### config.mk
export PLATFORM = sky130hd
export DESIGN_NAME = aes_inv_mixcolumns_wddl_seq
export DESIGN_NICKNAME = d
export VERILOG_FILES = /design/src/rtl/aes_inv_mixcolumns_wddl_seq.sv
export SDC_FILE = /design/constraint.sdc
export NUM_CORES = 1
export LEC_CHECK = 0
export BUFFER_PORTS_ARGS = -buffer_cell sky130_fd_sc_hd__buf_2
export CAP_MARGIN = 20
export CORE_MARGIN = 4
export CORE_UTILIZATION = 40
export CTS_BUF_LIST = sky130_fd_sc_hd__clkbuf_2
export CTS_CLUSTER_DIAMETER = 30
export DETAILED_ROUTE_END_ITERATION = 16
export GPL_ROUTABILITY_DRIVEN = 1
export HOLD_SLACK_MARGIN = 0.12
export PLACE_DENSITY_LB_ADDON = 0.3
export SYNTH_ARGS = -nofsm -noshare
export SYNTH_HDL_FRONTEND = slang
export SYNTH_SLANG_ARGS = --single-unit
### constraint.sdc
create_clock -name clk -period 4.06 [get_ports clk]
set_input_delay 0.406 -clock clk [delete_from_list [all_inputs] [get_ports clk]]
set_output_delay 0.406 -clock clk [all_outputs]
set_load 0.01 [all_outputs]
### src/rtl/aes_inv_mixcolumns_wddl_seq.sv
// aes_inv_mixcolumns_wddl_seq: iterative dual-rail (WDDL) AES InvMixColumns, one column per evaluate phase
module aes_inv_mixcolumns_wddl_seq #(
  parameter bit PRECHARGE_EN = 1'b1,
  parameter bit CHECK_RAILS = 1'b1
) (
  input  logic         clk,
  input  logic         rst,
  input  logic         in_valid,
  output logic         in_ready,
  input  logic [127:0] state_p,
  input  logic [127:0] state_n,
  output logic         out_valid,
  input  logic         out_ready,
  output logic [127:0] result_p,
  output logic [127:0] result_n,
  output logic         rail_err
);
  localparam logic [1:0] IDLE = 2'd0, PRE = 2'd1, EVAL = 2'd2, DONE = 2'd3;
  // Dual-rail bytes are packed {true[7:0], complement[7:0]}; all-zero is the spacer.
  function automatic logic [1:0] x1(input logic [1:0] a, input logic [1:0] b);
    return {(a[1] & b[0]) | (a[0] & b[1]), (a[1] & b[1]) | (a[0] & b[0])};
  endfunction
  function automatic logic [15:0] xb(input logic [15:0] a, input logic [15:0] b);
    return {(a[15:8] & b[7:0]) | (a[7:0] & b[15:8]), (a[15:8] & b[15:8]) | (a[7:0] & b[7:0])};
  endfunction
  // xtime: only bits 1,3,4 need an XOR with the msb; bit 0 is the msb itself, so no constant rails appear.
  function automatic logic [15:0] xt(input logic [15:0] a);
    logic [7:0] p, n;
    logic [1:0] h, b1, b3, b4;
    p = a[15:8];
    n = a[7:0];
    h = {p[7], n[7]};
    b1 = x1({p[0], n[0]}, h);
    b3 = x1({p[2], n[2]}, h);
    b4 = x1({p[3], n[3]}, h);
    return {p[6], p[5], p[4], b4[1], b3[1], p[1], b1[1], p[7],
            n[6], n[5], n[4], b4[0], b3[0], n[1], b1[0], n[7]};
  endfunction
  // Returns {0e*a, 0b*a, 0d*a, 09*a} on both rails.
  function automatic logic [63:0] mulv(input logic [15:0] a);
    logic [15:0] x2, x4, x8, m9;
    x2 = xt(a);
    x4 = xt(x2);
    x8 = xt(x4);
    m9 = xb(x8, a);
    return {xb(xb(x8, x4), x2), xb(m9, x2), xb(m9, x4), m9};
  endfunction
  logic [1:0] state_q, col_q;
  logic [3:0][31:0] cap_q, res_p_q, res_n_q;
  logic ov_q, err_q;
  logic [31:0] cw, bo_p, bo_n;
  logic [15:0] din [4];
  logic [63:0] m [4];
  logic [15:0] bo [4];
  assign cw = cap_q[~col_q];
  // The column datapath sees the true rail and its regenerated complement only in EVAL; otherwise the spacer.
  for (genvar g = 0; g < 4; g++) begin : g_row
    assign din[g] = (state_q == EVAL) ? {cw[31-8*g -: 8], ~cw[31-8*g -: 8]} : 16'h0;
    assign m[g] = mulv(din[g]);
    assign bo[g] = xb(xb(m[g][63:48], m[(g+1)%4][47:32]), xb(m[(g+2)%4][31:16], m[(g+3)%4][15:0]));
    assign bo_p[31-8*g -: 8] = bo[g][15:8];
    assign bo_n[31-8*g -: 8] = bo[g][7:0];
  end
  assign in_ready = state_q == IDLE;
  assign out_valid = ov_q;
  assign result_p = ov_q ? res_p_q : '0;
  assign result_n = ov_q ? res_n_q : '0;
  assign rail_err = ov_q & err_q;
  // Sequencer: capture, alternate spacer/evaluate per column, then hold the result until taken.
  always_ff @(posedge clk) begin
    if (rst) begin
      state_q <= IDLE;
      col_q <= '0;
      cap_q <= '0;
      res_p_q <= '0;
      res_n_q <= '0;
      ov_q <= 1'b0;
      err_q <= 1'b0;
    end else begin
      case (state_q)
        IDLE: if (in_valid) begin
          cap_q <= state_p;
          res_p_q <= '0;
          res_n_q <= '0;
          err_q <= CHECK_RAILS ? |(~(state_p ^ state_n)) : 1'b0;
          col_q <= '0;
          state_q <= PRECHARGE_EN ? PRE : EVAL;
        end
        PRE: state_q <= EVAL;
        EVAL: begin
          res_p_q[~col_q] <= bo_p;
          res_n_q[~col_q] <= bo_n;
          if (col_q == 2'd3) state_q <= DONE;
          else begin
            col_q <= col_q + 2'd1;
            state_q <= PRECHARGE_EN ? PRE : EVAL;
          end
        end
        default: if (!ov_q) ov_q <= 1'b1;
        else if (out_ready) begin
          ov_q <= 1'b0;
          state_q <= IDLE;
        end
      endcase
    end
  end
endmodule

==> summary by stage, run 1 <==
Cells and area
Leaving out fill and tap cells, the most frequent cells in the layout are 517 x sky130_fd_sc_hd__buf_2, 388 x sky130_fd_sc_hd__nand2_1, 387 x sky130_fd_sc_hd__dfxtp_1. The final non-filler cell area is 27300 sq um. Compared with the post-synthesis result, the final layout area differs by 40.2%. Leaving out fill and tap cells, the most frequent cell in the layout is sky130_fd_sc_hd__buf_2. The total number of nets in the final design is 3343. The fraction of layout cells with a size suffix above 1 is 25.5%.

The area taken by flip-flops and latches is 7810 sq um. Counting the fill cells in the layout gives 4351. The multi-input combinational cell area is 11100 sq um.

Floorplanning
519 I/O pins were placed. In this run the horizontal extent of the chip is 229 um. The initialized floorplan defines 80 standard-cell rows. The vertical die dimension is 229 um. The effective utilization at floorplan is 40.7%. The die covers 52400 sq um. The floorplan step defined a core boundary enclosing 47900 sq um.

Setup path
Traced cell by cell, the critical path runs through buf_12 -> mux4_2 -> xor2_2 -> xnor3_1 -> xnor2_1 -> mux2i_1 -> a22o_1. The worst setup path is of the flip-flop to flip-flop kind. The data arrival time at the worst-slack endpoint is 4660 ps. For this design, the slowest cell found on the critical path is sky130_fd_sc_hd__mux2i_1.

The required time of the critical path is 5050 ps. STA classifies the critical path startpoint as a flip-flop. The peak per-stage delay on the critical path is 680 ps. The capturing element type of the critical path is a flip-flop. Along the worst path, the maximum fanout reaches 17.

Logic synthesis
The mean instance size in the synthesized netlist is 8.90 sq um. Counting every instance in the synthesized netlist gives 2191. The proportion of register bits with asynchronous set or reset after synthesis is 0%.

The synthesized netlist occupies a cell area of 19500 sq um. The total nets after synthesis is 2459. The commonest register cell after synthesis is sky130_fd_sc_hd__dfxtp_1. The number of synthesized flops with an enable pin is 0. For this run, the register share of the synthesized area comes to 40.0%. The yosys synthesis warning count is 0. After synthesis the netlist holds a flip-flop and latch count of 390.

The number of distinct library cells after synthesis is 53.

Route
The first-pass iteration count of the detailed router is 5. The total length of routed wires is 85.3 mm. For this run, design rule violations remaining after detail routing come to 0. In this run the remaining antenna-violating nets after routing total 0.

Across all layers, the routed design uses 20300 vias. The DRC violation total after the first TritonRoute iteration is 1527. The post-detailed-route via-to-cell ratio is 5.40.

In the final routed layout, each cell accounts on average for 22.6 um.

Place
The area after detailed placement is 22600 sq um. During placement, the flow inserted port buffers numbering 518. Once detailed placement completed, the half-perimeter wirelength came to 61.4 mm. The final weighted congestion in routability-driven placement is 0.987.

Clock tree
The tree is rooted in a sky130_fd_sc_hd__clkbuf_2. The number of hold buffers added after CTS was 372. For this design, the sink count on the clock tree is 390.

The post-CTS clock slew at the launch and capture registers of the worst setup and hold paths is 100 ps. The CTS tree is done. The maximum clock insertion buffer count is 3. The count of buffers added by post-CTS timing repair for setup is 0.

Buffers inserted during clock tree synthesis total 105. The H-tree was split into 3 levels. The source-to-sink clock delay at the later pin of the worst-skew pair is 1080 ps. Gates resized during post-CTS repair numbered 0.

Power and ir drop
The analysis attributes to cell leakage a power of 12.2 nW. The clock network is responsible for 18.3% of the overall power. The maximum vdd ir drop is 0.537 mV.

Net switching is 44.5% of the power. The cell-internal power is 8.66 mW. Of the total power, registers draw 27.4%. In this run the power density over the cells is 571 nW/um^2. For this design the total switching power over the nets is 6.94 mW. Per report_power, the combinational group accounts for 54.4% of the total.

STA
Setup repair after global routing left no endpoint under its margin. Setup violations remaining at the end of the flow were counted as 0. The setup TNS is 0 ps. For this run, the top clock speed supported by timing is 273 MHz. The worst pin sits at a relative slew slack of 33.6%. The hold violation count in the final report is 0. Between clock sinks in the finished design, the worst skew comes to 88.7 ps. The max-slew violation count is 0. For the pin with the worst max-slew slack, the measured transition is 987 ps. The shortest clock period the worst path allows after layout is 3670 ps. The period utilization is 90.4%.

Worst hold path
The worst hold path belongs to the class primary input to flip-flop.

Global routing
The number of global-route vias before repair is 20800. Global routing finished with a remaining overflow of 0. The first global-routing pass estimated 126 mm of wire. The number of antenna violations at the first check in global routing came to 5. The largest net degree at the start of global routing is 124. Global routing consumed, over all layers together, 31.1% of the routing resources.

Outcome
The run finished with clean final reports.

Flow run
The max-cap check violation count is 0.
## final cells by class
| type | instances | area share [%] |
|---|---|---|
| tap | 615 | 2.81 |
| antenna | 3 | 0.0275 |
| clock inverter | 39 | 0.920 |
| timing repair buffer | 932 | 24.5 |
| multi-input combinational | 1641 | 40.4 |
| sequential | 390 | 28.6 |
| inverter | 5 | 0.0686 |
| clock buffer | 143 | 2.62 |
## cells in the mapped netlist, types with 10 or more instances
| master | number | area (sq um) |
|---|---|---|
| sky130_fd_sc_hd__nor2b_1 | 10 | 62.6 |
| sky130_fd_sc_hd__nand2b_1 | 11 | 68.8 |
| sky130_fd_sc_hd__xnor2_2 | 16 | 260 |
| sky130_fd_sc_hd__o21ai_0 | 106 | 531 |
| sky130_fd_sc_hd__dfxtp_1 | 390 | 7810 |
| sky130_fd_sc_hd__clkbuf_1 | 132 | 495 |
| sky130_fd_sc_hd__and2_1 | 277 | 1730 |
| sky130_fd_sc_hd__nand2_1 | 389 | 1460 |
| sky130_fd_sc_hd__xnor2_1 | 162 | 1420 |
| sky130_fd_sc_hd__a22oi_1 | 59 | 443 |
| sky130_fd_sc_hd__xnor3_1 | 21 | 473 |
| sky130_fd_sc_hd__nor2_1 | 127 | 477 |
| sky130_fd_sc_hd__o22ai_1 | 12 | 75.1 |
| sky130_fd_sc_hd__a21oi_1 | 137 | 686 |
| sky130_fd_sc_hd__nor4_1 | 21 | 131 |
| sky130_fd_sc_hd__mux4_2 | 32 | 721 |
| sky130_fd_sc_hd__o21ai_1 | 12 | 60.1 |
| sky130_fd_sc_hd__a211o_1 | 24 | 210 |
| sky130_fd_sc_hd__mux2i_1 | 15 | 150 |
| sky130_fd_sc_hd__xor2_1 | 45 | 394 |
| sky130_fd_sc_hd__a22o_1 | 80 | 701 |
## registers in the layout, indices dropped and copies added (netlist names)
name       cells
res_n_q      128
res_p_q      128
err_q          1
out_valid      1
state_q        2
cap_q        128
col_q          2
## critical path: cells and delay by family, from the launching register on
family,cells,cell delay [ps]
multiplexers,2,1320
flip-flops,1,430
buffers and inverters,1,210
XOR/XNOR,3,1410
AO/OA/AOI/OAI,1,220
## power groups by stage
stage / Sequential [mW] / Combinational, mW / Clock [mW]
2_1_floorplan: 4.25 / 5.59 / 0
3_3_place_gp: 4.34 / 7.89 / 0
3_5_place_dp: 4.35 / 7.88 / 0
4_1_cts: 4.26 / 8.39 / 2.89
5_1_grt: 4.30 / 8.94 / 3.13
6_report: 4.27 / 8.48 / 2.85
## worst paths after layout
| path | startpoint | end | slack [ps] | depth (start not counted) |
|---|---|---|---|---|
| setup / recovery | col_q[1] | res_n_q[73] | 390 | 7 |
| hold / removal | state_p[78] | cap_q[78] | 290 | 4 |
| setup reg to reg | col_q[1] | res_n_q[73] | 390 | 7 |
| hold reg to reg | res_n_q[118] | res_n_q[118] | 450 | 2 |
## stage by stage
stage,hold slack (ps),power (mW),setup WS (ps),instances,util [%]
after floorplan,417,9.85,949,2191,-
after global placement,428,12.2,454,3208,47.1
after detailed placement,437,12.2,479,3208,47.1
after CTS,122,15.5,460,3762,56.9
after global routing,197,16.4,305,3768,57.0
final,293,15.6,392,3768,57.0
## routing by layer
layer	up-vias	share of wire, %	global-route usage (%)
met3	193	7.2	6.31
met5	-	0	0
met1	9937	41	39.2
li1	9244	-	-
met2	965	48	52.7
met4	0	3.4	11.6
## kinds of logic after synthesis
kind of cell    after synthesis  share of synthesized area (%)
mux                          50                           4.64
simple gates                867                           21.1
flops                       390                           40.0
compound gates              453                           14.8
buf+inv                     160                           3.53
xor+xnor                    263                           15.3
fa+ha+maj                     8                          0.513
Power figures use the tool's default switching activity.
==> run 2: changes to the inputs <==
--- a/config.mk
+++ b/config.mk
@@ -9,5 +9,5 @@
 export CAP_MARGIN = 20
 export CORE_MARGIN = 4
-export CORE_UTILIZATION = 40
+export CORE_UTILIZATION = 35
 export CTS_BUF_LIST = sky130_fd_sc_hd__clkbuf_2
 export CTS_CLUSTER_DIAMETER = 30
==> constraint.sdc (replaced) <==
create_clock -name clk -period 4.06 [get_ports clk]
set_input_delay 1.015 -clock clk [delete_from_list [all_inputs] [get_ports clk]]
set_output_delay 1.015 -clock clk [all_outputs]
set_load 0.01 [all_outputs]
==> summary by stage, run 2 (synthesis results as in run 1) <==
Outcome
The flow ran to the end, and the final reports show no timing, DRC or antenna violations.

Cells and area
The net count of the finished layout is 3061. Excluding fillers, the count of instances in the completed layout stands at 3627. The final non-filler cell area is 24700 sq um. Compared with the post-synthesis result, the final layout area differs by 26.6%. The fraction of layout cells with a size suffix above 1 is 27.8%. The most frequent standard cell in the layout excluding fill and tap cells is sky130_fd_sc_hd__buf_2. Leaving out fill and tap cells, the most frequent cells in the layout are 517 x sky130_fd_sc_hd__buf_2, 388 x sky130_fd_sc_hd__nand2_1, 387 x sky130_fd_sc_hd__dfxtp_1.

The largest registers in the layout are cap_q: 128 flops, res_n_q: 128 flops, res_p_q: 128 flops. The end-of-flow core utilization is 44.8%. Fill cells in the final layout number 5536.

Clock tree
The number of sinks driven by the clock tree is 390. At the later pin of the worst-skew pair, clock insertion delay measures 1130 ps. The cell sitting at the root of the clock tree is a sky130_fd_sc_hd__clkbuf_2. Post-CTS repair changed the size of 0 cells. The CTS tree is done. The H-tree was split into 3 levels. After clock tree synthesis, the clock-pin slew on the worst setup and hold paths is 90 ps. Counting the buffers created by CTS gives 103. The maximum clock insertion buffer count is 3.

Setup path
The slowest stage of the critical path belongs to the cell sky130_fd_sc_hd__dfxtp_4. STA classifies the critical path startpoint as a flip-flop. The data arrival time at the worst-slack endpoint is 2660 ps. The critical path contains buffers and inverters numbering 2 combined. The peak per-stage delay on the critical path is 600 ps. The family with the most delay on the worst path is flip-flops. The critical register-to-register path startpoint is col_q[1]. The worst setup path is captured at a primary output. By startpoint and endpoint, the worst setup path is classified as flip-flop to primary output. The required time of the critical path is 3040 ps. Of all nets on the critical path, the largest fanout is 133.

Tracing the worst setup path back leads to its startpoint at out_valid. The critical path goes through buf_12 -> and2_1 -> buf_2.

Power and ir drop
Total power for the finished layout comes to 15.3 mW. The static leakage is 10.9 nW. For this design the ratio of total power to cell area is 619 nW/um^2.

The maximum vdd ir drop is 0.542 mV.

Global routing
The total overflow left after global routing is 0. The overall fraction of global-route tracks in use is 26.0%. Entering global routing, the biggest net connects 135 pins. The first global-routing pass estimated 118 mm of wire. The number of antenna violations at the first check in global routing was 3. The number of global-route vias before repair was 18800.

STA
For the final routed database, the setup TNS stands at 0 ps. Setup repair after global routing left no endpoint under its margin. Final hold analysis gives a worst-case slack of 259 ps. The hold violation count in the final report was 0. The clock tree skew after final layout is 105 ps.

The max-slew headroom at the worst pin is 28.7%. The clock period could shrink to 3670 ps. The transition time at the pin with the least slew margin is 1070 ps. The achievable frequency is 272 MHz. Setup slack closes at 389 ps. The final critical path takes up 90.4% of the cycle. The max-slew violation count is 0. Setup violations remaining at the end of the flow were counted as 0.

Floorplanning
The row count is 86. The die covers 59600 sq um. From left edge to right edge, the die measures 244 um. The effective utilization at floorplan is 35.4%. The region available for standard cell placement spans 55100 sq um. The I/O pin count is 519.

From bottom edge to top edge, the die measures 244 um.

Place
The area after detailed placement is 22800 sq um. The number of cells after detailed placement is 3347. The half-perimeter wire length of the detailed placement result is 61.9 mm.

Before CTS, the worst setup slack after placement is 535 ps. During placement, the flow inserted port buffers numbering 518. The final weighted congestion in routability-driven placement is 1.05.

Flow run
Max-cap violations in this run came to 0.

Route
The total length of routed wires is 80.7 mm. Using the TritonRoute via totals, the vias-per-cell ratio works out to 5.15. The count of vias placed by the detailed router is 18700.

The post-detailed-route wirelength per cell is 22.3 um. For this run, the detailed router's first-pass iteration total came to 7. The first routing iteration left 1355 violations. After detailed routing, the number of remaining DRC violations is 0.

The detail route stage leaves a number of antenna-violating nets equal to 0.

Worst hold path
The tightest min-delay check is of the primary input to flip-flop type. In this run the most critical hold path is launched from state_p[44].
-- run 2: changes by cell type in the layout (fill, tap and decap cells not counted), sizes merged --
cell / change
clkinv: +10
bufinv: -1
clkbuf: -9
diode: +2
clkinvlp: +2
inv: +1
buf: +5
dlygate4sd3: -284
-- run 2: per-layer routing --
metal / part of all wire (%) / GRT usage, % / vias up
li1: - / - / 8684
met1: 42 / 32.8 / 9011
met2: 47 / 43.5 / 811
met3: 6.9 / 5.68 / 160
met4: 3.6 / 9.96 / 0
met5: 0 / 0 / -
-- run 2: final timing paths --
path | endpoint | slack [ps] | cells past startpoint
hold reg to reg | res_n_q[43] | 460 | 2
setup / recovery | result_p[35] | 390 | 3
setup reg to reg | res_p_q[59] | 560 | 8
hold / removal | cap_q[44] | 260 | 3
-- run 2: power by group --
group          internal (mW)  total [mW]  switching [mW]
Sequential              4.08        4.26           0.178
Combinational           3.09        8.27            5.18
Clock                   1.07        2.76            1.69
-- run 2: area by class of cell --
class                           instances  area [sq um]  share of cell area (%)
Timing Repair Buffer                  652          3900                    15.8
Sequential cell                       390          7810                    31.6
Multi-Input combinational cell       1641         11100                    44.8
Clock inverter                         51           287                    1.16
Clock buffer                          135           676                    2.74
Antenna cell                            5          12.5                  0.0507
Inverter                                5          18.8                  0.0760
Tap cell                              748           936                    3.79
-- run 2: repair_timing --
| item | 4_1_cts | 5_1_grt |
|---|---|---|
| endpoints found under the hold margin | 88 | 0 |
| setup buffers | 0 | 1 |
| hold buffers | 88 | 0 |
| setup endpoints to repair | 0 | 11 |
-- run 2: worst reg2reg max path, stage by stage (launching register included) --
cell and delay (ps):
sky130_fd_sc_hd__dfxtp_2 370, sky130_fd_sc_hd__buf_12 210, sky130_fd_sc_hd__mux4_2 760, sky130_fd_sc_hd__xnor2_4 300
sky130_fd_sc_hd__xnor3_2 500, sky130_fd_sc_hd__xor3_2 500, sky130_fd_sc_hd__xor2_2 380, sky130_fd_sc_hd__nor2_1 110
sky130_fd_sc_hd__a211o_1 270
==> run 3: changes to the inputs <==
ABC_AREA = 1   (was unset)
==> summary by stage, run 3 <==
Outcome
The flow ran to the end, and the final reports show no timing, DRC or antenna violations.

Logic synthesis
Among all flip-flop cells after synthesis, the most frequent one is sky130_fd_sc_hd__dfxtp_1. Summed over its instances, the top area cell type makes up 31.6% of the synthesized netlist area. The number of distinct library cells after synthesis is 44. The gate count of the mapped netlist is 4280.

After synthesis the netlist holds a flip-flop and latch count of 390. The dominant cell by count in the synthesized netlist is sky130_fd_sc_hd__nand2_1. The average instance in the mapped netlist occupies 5.77 sq um. The cell area after technology mapping is 24700 sq um. The number of synthesized flops with an enable pin is 0. The portion of the post-synthesis area used by sequential elements is 31.6%. The proportion of register bits with asynchronous set or reset after synthesis is 0%.

During synthesis, Yosys emitted a total of 0 warnings. Yosys attributes the largest share of cell area to sky130_fd_sc_hd__nand2_1 32%, sky130_fd_sc_hd__dfxtp_1 32%, sky130_fd_sc_hd__a21oi_1 5.4%. The cell taking the most area after synthesis is sky130_fd_sc_hd__nand2_1. The total nets after synthesis is 4548.

In the synthesized netlist, the cells that appear most often are 2082 x sky130_fd_sc_hd__nand2_1, 390 x sky130_fd_sc_hd__dfxtp_1, 353 x sky130_fd_sc_hd__inv_1.

Route
The routed layout has 29300 vias. The first-pass iteration count of the detailed router is 8. The post-route met1 wirelength is 42.0 mm. After detailed routing, the met2 layer carries 50.3 mm of wire. The DRC violation total after the first TritonRoute iteration is 2683. The post-detailed-route wirelength per cell is 18.5 um.

Once detail routing completed, the nets flagged for antenna violations numbered 0. The DRC violations left is 0. After detailed routing, the total wire length is 108 mm.

Detailed routing placed a total of 8.36 mm of wire on met3. The highest layer touched by signal routing is met5. In the routed layout, each cell is associated on average with a via count of 5.01.

Floorplanning
The row count is 97. The vertical die dimension is 274 um. The die covers 74900 sq um. For this configuration, the core starts out at a cell density of 35.3%. The I/O pin count is 519. The total core area is 70000 sq um. Measured along the x axis, the die boundary spans 274 um.

Setup path
The worst setup path is of the flip-flop to primary output kind. Measured in cells, the most critical reg-to-reg path has a length of 18. STA puts the critical path data required time at 3040 ps.

The endpoint identified for the worst register-to-register timing path is res_p_q[37]. STA classifies the critical path startpoint as a flip-flop. The capturing element type of the critical path is a primary output. The largest fanout of any net on the critical path is 57. The data arrival time at the worst-slack endpoint is 2760 ps. The slack of the worst reg-to-reg path is 510 ps. The critical register-to-register path startpoint is col_q[0].

Power and ir drop
For this design the static power due to leakage is 15.7 nW. The maximum vdd ir drop is 0.284 mV. The power per cell area is 412 nW/um^2.

Place
The final weighted congestion in routability-driven placement is 0.975. In this run the tool buffered the top-level ports with 518 buffer cells. The area after detailed placement is 28100 sq um. The half-perimeter wire length of the detailed placement result is 82.7 mm.

STA
The max-slew violation count was 0. The hold violation count in the final report is 0. Measured against its own limit, the worst slew margin works out to 33.6%. The clock tree skew after final layout is 141 ps. For the pin with the worst max-slew slack, the measured transition is 995 ps. Counting I/O delays and the setup requirement, the final critical path takes 3780 ps. Setup repair after global routing left no endpoint under its margin. Derived from the worst setup path, the maximum achievable clock frequency is 265 MHz.

The period utilization is 93.1%. For the final routed database, the setup TNS stands at 0 ps. The number of setup violations in the final report is 0.

Clock tree
For this design, the CTS-stage hold fixing added 65 buffers. TritonCTS built the clock tree. The H-tree depth reported by CTS is 3. After clock tree synthesis, the setup repair step added 0 buffers.

The number of sinks driven by the clock tree is 390. TritonCTS created 105 clock buffers. The post-CTS clock slew at the launch and capture registers of the worst setup and hold paths is 100 ps. For the worst-skew pair, the clock arrives at the later sink with an insertion delay of 1220 ps. The tree is rooted in a sky130_fd_sc_hd__clkbuf_2. The maximum clock insertion buffer count is 3. After clock tree synthesis, the repair step resized 0 gates.

Worst hold path
The worst hold path passes through 3 cells. The worst hold-check path type is primary input to flip-flop. The end of the worst hold path is cap_q[63]. The launch instance of the worst min-delay path is state_p[63].

Global routing
The number of antenna violations at the first check in global routing is 14. The leftover overflow at the end of global routing is 0. Entering global routing, the biggest net connects 131 pins. The first global-routing pass estimated 159 mm of wire. The number of global-route vias before repair is 27200. The overall fraction of global-route tracks in use is 27.7%.

Cells and area
The finished cells cover 29800 sq um. The total number of nets in the final design is 5080. In the layout the commonest cells are 2081 x sky130_fd_sc_hd__nand2_1, 517 x sky130_fd_sc_hd__buf_2, 388 x sky130_fd_sc_hd__dfxtp_1. The largest registers in the layout are cap_q: 128 flops, res_n_q: 128 flops, res_p_q: 128 flops. The end-of-flow core utilization is 42.5%. The library cell used most frequently in the layout, excluding fill and tap cells, is sky130_fd_sc_hd__nand2_1. The area growth from synthesis to final layout is 20.5%. The fraction of layout cells with a size suffix above 1 is 18.6%.

Flow run
The max-cap check violation count is 0.
==> run 3: final cells by class <==
| type | instances | area, sq um |
|---|---|---|
| Fill cell | 7786 | 40300 |
| Multi-Input combinational cell | 3294 | 14500 |
| Sequential cell | 390 | 7810 |
| Timing Repair Buffer | 640 | 3840 |
| Inverter | 381 | 1440 |
| Tap cell | 940 | 1180 |
| Clock buffer | 156 | 781 |
| Clock inverter | 35 | 255 |
| Antenna cell | 7 | 17.5 |
==> run 3: kinds of logic (layout without fill, tap and decap cells) <==
family | Yosys count | in the layout | synth area share, %
simple gates | 2621 | 2621 | 41.9
other cells | 0 | 7 | 0
buf+inv | 596 | 1212 | 10.2
xor+xnor | 50 | 50 | 1.77
flops | 390 | 390 | 31.6
fa+ha+maj | 8 | 8 | 0.405
compound gates | 615 | 615 | 14.1
==> run 3: critical path: stages, from the launching register on <==
cell,delay [ps]
sky130_fd_sc_hd__dfxtp_4,770
sky130_fd_sc_hd__buf_4,470
sky130_fd_sc_hd__nand2_1,120
sky130_fd_sc_hd__inv_1,110
sky130_fd_sc_hd__buf_2,140
==> run 3: worst max path at each step <==
| stage | from | to | slack (ps) | depth (start not counted) |
|---|---|---|---|---|
| floorplan | state_q[0] | res_n_q[104] | 1620 | 14 |
| finish | out_valid | result_n[6] | 280 | 4 |
| detailed placement | col_q[0] | res_n_q[87] | 690 | 15 |
| global placement | col_q[0] | res_p_q[45] | 750 | 18 |
| global route | out_valid | result_n[6] | 60 | 4 |
| CTS | out_valid | result_n[6] | 190 | 4 |
==> run 3: stage by stage <==
step	instances	power (mW)	hold WS, ps	setup slack, ps
3_3_place_gp	5580	9.18	441	748
3_5_place_dp	5580	9.21	451	690
5_1_grt	5842	13.0	114	60.9
6_report	5843	12.3	218	281
2_1_floorplan	4280	7.59	429	1620
4_1_cts	5836	12.3	120	194
==> run 3: per-layer routing <==
layer	up-vias	track usage, %
met1	13300	32.3
li1	14500	-
met2	1242	46.8
met4	4	16.8
met3	263	5.41
met5	-	0
==> run 3: power by group <==
group | switching, mW | total, mW | internal, mW
Combinational | 3.54 | 4.79 | 1.26
Sequential | 0.247 | 4.45 | 4.20
Clock | 1.77 | 3.02 | 1.25
